==> src/rtl/dram_cmd_sequencer.sv <==
// Closed-page DRAM command sequencer: pops one request from the queue head and
// issues ACT0/ACT1, RD*/WR*, PRE on the command bus with tRCD/tRAS/tRTP/tWR/tRP spacing.
module dram_cmd_sequencer #(
    parameter int unsigned T_RCD = 39,
    parameter int unsigned T_RAS = 76,
    parameter int unsigned T_RTP = 18,
    parameter int unsigned T_WRP = 94,
    parameter int unsigned T_RP  = 39
) (
    input  logic        clk,
    input  logic        rst_n,
    input  logic        req_valid,
    input  logic [37:0] req_data,
    output logic        req_ready,
    output logic        cmd_valid,
    output logic [2:0]  cmd_code,
    output logic        cmd_channel,
    output logic [2:0]  cmd_bg,
    output logic [1:0]  cmd_bank,
    output logic [15:0] cmd_row,
    output logic [5:0]  cmd_col,
    output logic        err_illegal_op
);

    localparam int unsigned P_RD_I = (T_RAS > T_RCD + T_RTP) ? T_RAS : T_RCD + T_RTP;
    localparam int unsigned P_WR_I = (T_RAS > T_RCD + T_WRP) ? T_RAS : T_RCD + T_WRP;
    localparam logic [8:0]  RCD    = 9'(T_RCD);
    localparam logic [8:0]  P_RD   = 9'(P_RD_I);
    localparam logic [8:0]  P_WR   = 9'(P_WR_I);
    localparam logic [8:0]  RP     = 9'(T_RP);

    typedef enum logic [3:0] {
        S_IDLE,
        S_ACT0,
        S_ACT1,
        S_WAIT_RCD,
        S_CAS0,
        S_CAS1,
        S_WAIT_PRE,
        S_PRE,
        S_WAIT_RP
    } state_t;

    typedef enum logic [2:0] {
        CMD_NOP,
        CMD_ACT0,
        CMD_ACT1,
        CMD_RD0,
        CMD_RD1,
        CMD_WR0,
        CMD_WR1,
        CMD_PRE
    } cmd_t;

    state_t      state_q;
    cmd_t        cmd_code_q;
    logic [37:0] req_q;
    logic [7:0]  cnt_q;
    logic        cnt_hi_q;
    logic        req_ready_q;
    logic        cmd_valid_q;
    logic        cmd_channel_q;
    logic [2:0]  cmd_bg_q;
    logic [1:0]  cmd_bank_q;
    logic [15:0] cmd_row_q;
    logic [5:0]  cmd_col_q;
    logic        err_q;

    logic [8:0]  cnt_d;
    logic [8:0]  pre_at;
    logic [35:0] addr_src;
    logic        is_wr;
    logic        accept;
    logic        unused_bits;

    // cnt_hi_q extends the 8-bit cycle counter so long PRE delays never wrap.
    always_comb begin
        cnt_d    = {cnt_hi_q, cnt_q} + 9'd1;
        is_wr    = (req_q[37:36] == 2'b01);
        pre_at   = is_wr ? P_WR : P_RD;
        accept   = req_valid && req_ready_q;
        addr_src = (state_q == S_IDLE) ? req_data[35:0] : req_q[35:0];
    end

    assign unused_bits = ^{addr_src[35:34], addr_src[5:0]};

    always_ff @(posedge clk or negedge rst_n) begin
        if (!rst_n) begin
            state_q       <= S_IDLE;
            cmd_code_q    <= CMD_NOP;
            req_q         <= '0;
            cnt_q         <= '0;
            cnt_hi_q      <= 1'b0;
            req_ready_q   <= 1'b0;
            cmd_valid_q   <= 1'b0;
            cmd_channel_q <= 1'b0;
            cmd_bg_q      <= '0;
            cmd_bank_q    <= '0;
            cmd_row_q     <= '0;
            cmd_col_q     <= '0;
            err_q         <= 1'b0;
        end else begin
            cmd_valid_q   <= 1'b0;
            cmd_code_q    <= CMD_NOP;
            cmd_channel_q <= 1'b0;
            cmd_bg_q      <= '0;
            cmd_bank_q    <= '0;
            cmd_row_q     <= '0;
            cmd_col_q     <= '0;
            err_q         <= 1'b0;
            cnt_q         <= cnt_d[7:0];
            cnt_hi_q      <= cnt_hi_q | cnt_d[8];

            case (state_q)
                S_IDLE: begin
                    req_ready_q <= 1'b1;
                    if (accept) begin
                        if (req_data[37:36] == 2'b11) begin
                            err_q <= 1'b1;
                        end else begin
                            // ACT0 fields come from req_data here, which is the value being latched.
                            req_q         <= req_data;
                            req_ready_q   <= 1'b0;
                            state_q       <= S_ACT0;
                            cnt_q         <= '0;
                            cnt_hi_q      <= 1'b0;
                            cmd_valid_q   <= 1'b1;
                            cmd_code_q    <= CMD_ACT0;
                            cmd_channel_q <= addr_src[6];
                            cmd_bg_q      <= addr_src[9:7];
                            cmd_bank_q    <= addr_src[11:10];
                            cmd_row_q     <= addr_src[33:18];
                        end
                    end
                end

                S_ACT0: begin
                    state_q       <= S_ACT1;
                    cmd_valid_q   <= 1'b1;
                    cmd_code_q    <= CMD_ACT1;
                    cmd_channel_q <= addr_src[6];
                    cmd_bg_q      <= addr_src[9:7];
                    cmd_bank_q    <= addr_src[11:10];
                    cmd_row_q     <= addr_src[33:18];
                end

                S_ACT1, S_WAIT_RCD: begin
                    if (cnt_d == RCD) begin
                        state_q       <= S_CAS0;
                        cmd_valid_q   <= 1'b1;
                        cmd_code_q    <= is_wr ? CMD_WR0 : CMD_RD0;
                        cmd_channel_q <= addr_src[6];
                        cmd_bg_q      <= addr_src[9:7];
                        cmd_bank_q    <= addr_src[11:10];
                        cmd_col_q     <= addr_src[17:12];
                    end else begin
                        state_q <= S_WAIT_RCD;
                    end
                end

                S_CAS0: begin
                    state_q       <= S_CAS1;
                    cmd_valid_q   <= 1'b1;
                    cmd_code_q    <= is_wr ? CMD_WR1 : CMD_RD1;
                    cmd_channel_q <= addr_src[6];
                    cmd_bg_q      <= addr_src[9:7];
                    cmd_bank_q    <= addr_src[11:10];
                    cmd_col_q     <= addr_src[17:12];
                end

                S_CAS1, S_WAIT_PRE: begin
                    if (cnt_d == pre_at) begin
                        state_q       <= S_PRE;
                        cnt_q         <= '0;
                        cnt_hi_q      <= 1'b0;
                        cmd_valid_q   <= 1'b1;
                        cmd_code_q    <= CMD_PRE;
                        cmd_channel_q <= addr_src[6];
                        cmd_bg_q      <= addr_src[9:7];
                        cmd_bank_q    <= addr_src[11:10];
                    end else begin
                        state_q <= S_WAIT_PRE;
                    end
                end

                S_PRE, S_WAIT_RP: begin
                    if (cnt_d == RP) begin
                        state_q     <= S_IDLE;
                        req_ready_q <= 1'b1;
                    end else begin
                        state_q <= S_WAIT_RP;
                    end
                end

                default: begin
                    state_q <= S_IDLE;
                end
            endcase
        end
    end

    assign req_ready      = req_ready_q;
    assign cmd_valid      = cmd_valid_q;
    assign cmd_code       = cmd_code_q;
    assign cmd_channel    = cmd_channel_q;
    assign cmd_bg         = cmd_bg_q;
    assign cmd_bank       = cmd_bank_q;
    assign cmd_row        = cmd_row_q;
    assign cmd_col        = cmd_col_q;
    assign err_illegal_op = err_q;

endmodule
==> config.mk <==
export PLATFORM = sky130hd
export DESIGN_NAME = dram_cmd_sequencer
export DESIGN_NICKNAME = d
export VERILOG_FILES = /design/src/rtl/dram_cmd_sequencer.sv
export SDC_FILE = /design/constraint.sdc
export NUM_CORES = 1
export LEC_CHECK = 0
export CAP_MARGIN = 20
export CORE_ASPECT_RATIO = 1.2
export CORE_MARGIN = 4
export CORE_UTILIZATION = 40
export CTS_BUF_LIST = sky130_fd_sc_hd__clkbuf_4 sky130_fd_sc_hd__clkbuf_8
export DETAILED_ROUTE_END_ITERATION = 16
export GPL_TIMING_DRIVEN = 0
export PLACE_DENSITY = 0.66
export SYNTH_ARGS = -nofsm -noshare
export SYNTH_HDL_FRONTEND = slang
export SYNTH_SLANG_ARGS = --single-unit
==> constraint.sdc <==
create_clock -name clk -period 4.5 [get_ports clk]
set_input_delay 0.9 -clock clk [delete_from_list [all_inputs] [get_ports clk]]
set_output_delay 0.9 -clock clk [all_outputs]
set_load 0.02 [all_outputs]
==> impl_metrics.json, run 1 <==
{
  "outcome": "completed",
  "synth_seq_cells": 77,
  "maxSlewHeadroom": 0.3536,
  "power_leakage_nw": 1.863,
  "die_x_microns": 89.90,
  "rr_startpoint": "cnt_q[0]$_DFF_PN0_",
  "final_nets": 382,
  "synth_top_family_by_area": "simple AND/OR/NAND/NOR gates",
  "h-tree-depth": 3,
  "routedWlPerCell_microns": 15.81,
  "clk_pin_slew_worst_paths_ps": 90,
  "hold_buffers": 0,
  "max-cap-violations": 0,
  "synth_commonest_cells": "dfrtp_1, mux2_2, nand2_1",
  "setup_tns_ps": 0,
  "diodes": 0,
  "tightest_slew_ps": 962.2,
  "initial_core_util": 0.4153,
  "clock_skew_ps": 13.89,
  "synth-edff-count": 0,
  "yosysSeqAreaShare": 0.5985,
  "synth_top_area_frac": 0.5985,
  "synthToLayoutAreaGrowth_pct": 30.43,
  "cts_inserted_buffers": 9,
  "antenna_found_initial": 0,
  "n_fill_cell": 677,
  "period_needed_ps": 2970,
  "synth_xor_area_frac": 0.01904,
  "cts_tree": "done",
  "final_hold_viol_count": 0,
  "cp_top_family": "simple AND/OR/NAND/NOR gates",
  "root_buffer": "clkbuf_8",
  "grt_pass1_vias": 2374,
  "drc": 0,
  "yosys_warnings": 0,
  "critPathBufInv": 0,
  "num_vias": 2223,
  "ys_dominant_reg_cell": "dfrtp_1",
  "worst_path_largest_cell_delay_ps": 560,
  "powerDensity_mw_per_mm2": 558.7,
  "cts_resized": 0,
  "num_rows": 35,
  "dr.pass1.iters": 4,
  "synthAdderAreaFrac": 0.01166,
  "crit_path_end": "cmd_col[3]$_DFF_PN0_",
  "core_sq_mm": 0.007751,
  "clk_latency_ps": 350,
  "crit_start": "cnt_q[0]$_DFF_PN0_",
  "path_max_fanout": 7,
  "critPathLaunchType": "register",
  "synthCells": 260,
  "r2r_cells": 9,
  "yosys.area_share.simple": 0.1430,
  "synthesis.nets": 304,
  "grt_max_degree": 61,
  "drt_iter0_markers": 106,
  "fmax_mhz": 336.7,
  "required_ps": 4780,
  "slowest_stage": "or4_1",
  "gr-usage-all-layers": 0.1528,
  "synthDistinctLibCells": 43,
  "vdd_drop_max_mv": 0.2309,
  "setup_ws_ps": 1530,
  "port-buffer-count": 66,
  "final_antenna_net_count": 0,
  "die_y_microns": 106.3,
  "crit_chain": "ha_1 > nand2_1 > or3_1 > ha_1 > or4_1 > nor3_2 > nand4_2 > nor2b_4 > a21oi_1",
  "viasPerCell": 5.110,
  "clkSinkCount": 77,
  "grt_pass1_wl_mm": 11.49,
  "cp.depth": 9,
  "clock_path_buffers": 2,
  "async_flop_share": 1.000,
  "place_ws_ps": 1554,
  "period_share": 0.6600,
  "gp_congestion": 0.8694,
  "finalSetupViolCount": 0,
  "io_pins": 75,
  "ys_top_cells_by_area": "dfrtp_1, mux2_2, a22o_1, nand2_1, nor2_1",
  "synthMostInstantiatedCell": "dfrtp_1",
  "muxShareOfSynthArea": 0.09794,
  "r2r-end": "cmd_col[3]$_DFF_PN0_",
  "syn_area_per_cell_sq_um": 12.38,
  "synth_top_area_cell": "dfrtp_1",
  "r2r_slack_ps": 1530,
  "drive_gt1_frac": 0.1603,
  "critPathMostFrequentCell": "ha_1",
  "drt_wl_total_mm": 6.877,
  "syn_area_sq_mm": 0.003219,
  "slew_violations": 0,
  "criticalPathCategory": "register to register",
  "synth_compound_area_frac": 0.1104,
  "grt_overflow": 0,
  "dpl.hpwl_mm": 4.858,
  "critical_path.endpoint_type": "register",
  "rsz0062_at_grt": "no",
  "hold_path_class": "primary input to asynchronous set/reset pin",
  "crit_arrival_ps": 3250,
  "dieArea_sq_mm": 0.009554,
  "cts_setup_buffers": 0
}
-- through the flow --
stage                     hold WS (ps)    util  instance area, sq um  cells  total power [W]
after CTS                        393.5  0.5417                  4199    435         0.002368
final                            402.6  0.5417                  4199    435         0.002346
after detailed placement         474.4  0.5186                  4020    419         0.001885
after global routing             394.0  0.5417                  4199    435         0.002506
after floorplan                  460.6       -                  3219    260         0.001576
after global placement           468.3  0.5154                  3995    418         0.001857
-- layer usage --
metal / up-vias / part of all wire / GRT usage
met3: 8 / 0.049 / 0.04529
met4: 0 / 0.014 / 0.05580
li1: 1084 / - / -
met1: 1080 / 0.43 / 0.1845
met5: - / 0 / 0
met2: 51 / 0.50 / 0.2597
-- sequential cells by signal, indices dropped and copies added, names as in the netlist --
register	count
cmd_row	16
req_ready	1
state_q	4
cnt_q	8
err_illegal_op	1
req_q	30
cnt_hi_q	1
cmd_bank	2
cmd_valid	1
cmd_bg	3
cmd_channel	1
cmd_col	6
cmd_code	3
-- cell type report --
cell class                 count  area (sq um)  share of cell area
buffer                        12         51.30             0.01222
clock buffer                   9         123.9             0.02950
clock inverter                 7         55.05             0.01311
inverter                       3         11.26            0.002682
multi-input combinational    168          1230              0.2929
sequential                    77          1927              0.4589
tap                           92         115.1             0.02741
timing repair buffer          67         685.7              0.1633
-- power breakdown --
| group | switching [W] | leakage, nW | internal, W |
|---|---|---|---|
| Sequential | 0.000138 | 0.990 | 0.000934 |
| Combinational | 0.000395 | 0.782 | 0.000398 |
| Clock | 0.000274 | 0.0919 | 0.000207 |
-- how the worst min path moves through the flow --
stage / to / slack [ps] / cells after the start
finish: cmd_row[6]$_DFF_PN0_ / 400 / 1
global route: cmd_row[6]$_DFF_PN0_ / 390 / 1
CTS: cmd_row[6]$_DFF_PN0_ / 390 / 1
detailed placement: cmd_bg[0]$_DFF_PN0_ / 470 / 1
global placement: cmd_bank[1]$_DFF_PN0_ / 470 / 1
floorplan: cmd_bank[1]$_DFF_PN0_ / 460 / 1
-- placed cells by master (no fill, tap or decap), types with 4 or more instances in the layout --
master,synthesis,routed
nor4_1,4,4
dfrtp_1,77,77
xor2_1,4,4
a21oi_1,10,10
clkdlybuf4s50_1,0,65
mux2_1,4,4
nor3_1,6,6
a22o_1,20,20
mux2_2,24,24
clkbuf_8,0,9
nand2b_1,4,4
clkbuf_1,9,9
nand2_1,24,24
nand3_1,10,10
nor2_1,19,19
-- cells by family after synthesis --
kind of cell	Yosys count
muxes	28
AOI/OAI and AO/OA	44
buffers and inverters	15
and+or+nand+nor	86
DFF	77
adders and majority gates	3
xor gates and xnor gates	7
No activity file was read; power rests on OpenSTA's default activity.
==> run 2: changes to the inputs <==
==> constraint.sdc (replaced) <==
create_clock -name clk -period 3.05 [get_ports clk]
set_input_delay 0.61 -clock clk [delete_from_list [all_inputs] [get_ports clk]]
set_output_delay 0.61 -clock clk [all_outputs]
set_load 0.02 [all_outputs]
==> impl_metrics.json, run 2 (synthesized netlist as in run 1, its figures left out) <==
{
  "outcome": "completed",
  "diodes": 0,
  "rr_startpoint": "cnt_q[0]$_DFF_PN0_",
  "num_rows": 35,
  "cts_inserted_buffers": 9,
  "r2r_slack_ps": 130,
  "grt_max_degree": 61,
  "finalSetupViolCount": 0,
  "worst_path_largest_cell_delay_ps": 590,
  "crit_chain": "ha_1 > nand2_1 > or3_1 > ha_1 > or4_1 > nor3_4 > nand4_2 > nor2b_4 > a21oi_1",
  "period_needed_ps": 2923,
  "h-tree-depth": 3,
  "hold_path_class": "primary input to asynchronous set/reset pin",
  "fmax_mhz": 342.1,
  "cts_tree": "done",
  "placed_area_sq_mm": 0.004020,
  "maxSlewHeadroom": 0.3631,
  "final_common_cell": "dfrtp_1",
  "core_sq_mm": 0.007751,
  "clock_skew_ps": 14.13,
  "switchingPower_w": 0.001193,
  "n_fill_cell": 677,
  "grt_pass1_vias": 2374,
  "final_nets": 382,
  "initial_core_util": 0.4153,
  "final_cell_mix": "dfrtp_1, clkdlybuf4s50_1, nand2_1, mux2_2, a22o_1",
  "drc": 0,
  "gp_congestion": 0.8694,
  "dr.pass1.iters": 4,
  "grt_pass1_wl_mm": 11.49,
  "top_register": "req_q",
  "power.share.combinational": 0.339,
  "path_max_fanout": 7,
  "die_x_microns": 89.90,
  "pwr-share-seq": 0.457,
  "crit_arrival_ps": 3200,
  "required_ps": 3330,
  "holdWs_ps": 111.9,
  "clkSinkCount": 77,
  "gr-usage-all-layers": 0.1528,
  "cts_setup_buffers": 0,
  "grt_overflow": 0,
  "final_antenna_net_count": 0,
  "r2r-end": "cmd_col[3]$_DFF_PN0_",
  "drive_gt1_frac": 0.1603,
  "clkPwrFrac": 0.205,
  "dieArea_sq_mm": 0.009554,
  "antenna_found_initial": 0,
  "powerDensity_mw_per_mm2": 823.8,
  "synthToLayoutAreaGrowth_pct": 30.63,
  "register_area_sq_mm": 0.001927,
  "viasPerCell": 5.179,
  "die_y_microns": 106.3,
  "criticalPathCategory": "register to register",
  "multi_input_area_sq_mm": 0.001236,
  "clk_latency_ps": 350,
  "power_leakage_nw": 1.859,
  "final_hold_viol_count": 0,
  "largest_reg_flops": 30,
  "io_pins": 75,
  "num_vias": 2253,
  "drt_iter0_markers": 109,
  "switching_share": 0.3445,
  "period_share": 0.9584,
  "p_int_w": 0.002271,
  "critPathMostFrequentCell": "ha_1",
  "slew_violations": 0,
  "vdd_drop_max_mv": 0.3414,
  "root_buffer": "clkbuf_8",
  "rsz0062_at_grt": "no",
  "critPathLaunchType": "register",
  "drt_wl_total_mm": 6.881,
  "r2r_cells": 9,
  "dpl.hpwl_mm": 4.858,
  "max-cap-violations": 0,
  "tightest_slew_ps": 948.0,
  "port-buffer-count": 66,
  "routedWlPerCell_microns": 15.82,
  "slowest_stage": "or4_1",
  "clk_pin_slew_worst_paths_ps": 90,
  "fin_area_sq_mm": 0.004205,
  "clock_path_buffers": 2,
  "critical_path.endpoint_type": "register"
}
run 2: changes by cell type in the layout (fill, tap and decap cells not counted):
cell,change
nor3_2,-1
nor3_4,+1
run 2: power by group through the flow:
stage / combinational [W] / sequential [W] / clock, W
2_1_floorplan: 0.000639 / 0.00169 / 0
3_3_place_gp: 0.00115 / 0.00159 / 0
3_5_place_dp: 0.00118 / 0.00160 / 0
4_1_cts: 0.00119 / 0.00158 / 0.000725
5_1_grt: 0.00130 / 0.00163 / 0.000778
6_report: 0.00117 / 0.00158 / 0.000709
run 2: critical path: cells and delay by family, from the launching register on:
kind                       cells  cell delay, ps
and+or+nand+nor                6            1720
AOI/OAI and AO/OA              1             140
adders and majority gates      2             540
DFF                            1             450
run 2: per-stage QoR:
stage	TNS, ps	setup slack (ps)	util	total power [W]	cells
2_1_floorplan	0	438.7	-	0.002325	260
3_3_place_gp	-99600	-1299	0.5154	0.002739	418
3_5_place_dp	0	104.1	0.5186	0.002781	419
4_1_cts	0	68.29	0.5417	0.003494	435
5_1_grt	0	7.055	0.5425	0.003701	435
6_report	0	126.9	0.5425	0.003464	435
run 2: worst max-delay path by stage:
stage	from	endpoint	slack, ps	depth (start not counted)
2_1_floorplan	cnt_q[0]$_DFF_PN0_	cmd_col[0]$_DFF_PN0_	440	9
3_3_place_gp	rst_n	req_q[12]$_DFFE_PN0P_	-1300	1
3_5_place_dp	cnt_q[0]$_DFF_PN0_	cmd_col[3]$_DFF_PN0_	100	9
4_1_cts	cnt_q[0]$_DFF_PN0_	cmd_col[3]$_DFF_PN0_	70	9
5_1_grt	cnt_q[0]$_DFF_PN0_	cmd_col[3]$_DFF_PN0_	7	9
6_report	cnt_q[0]$_DFF_PN0_	cmd_col[3]$_DFF_PN0_	130	9
run 2: area by class of cell:
cell class,count,share of cell area
clock inverter,7,0.01309
timing repair buffer,67,0.1630
buffer,12,0.01220
inverter,3,0.002678
tap,92,0.02737
clock buffer,9,0.02946
sequential,77,0.4582
multi-input combinational,168,0.2940
run 2: layer usage:
layer | vias to the layer above | routed length (microns) | track usage
met5 | - | 0 | 0
met4 | 0 | 99 | 0.05580
met3 | 9 | 355 | 0.04529
met2 | 56 | 3505 | 0.2597
met1 | 1099 | 2919 | 0.1845
li1 | 1089 | - | -
run 2: timing repair:
action	CTS	global route
hold buffers	0	0
setup endpoints to repair	0	4
resized for setup	0	1
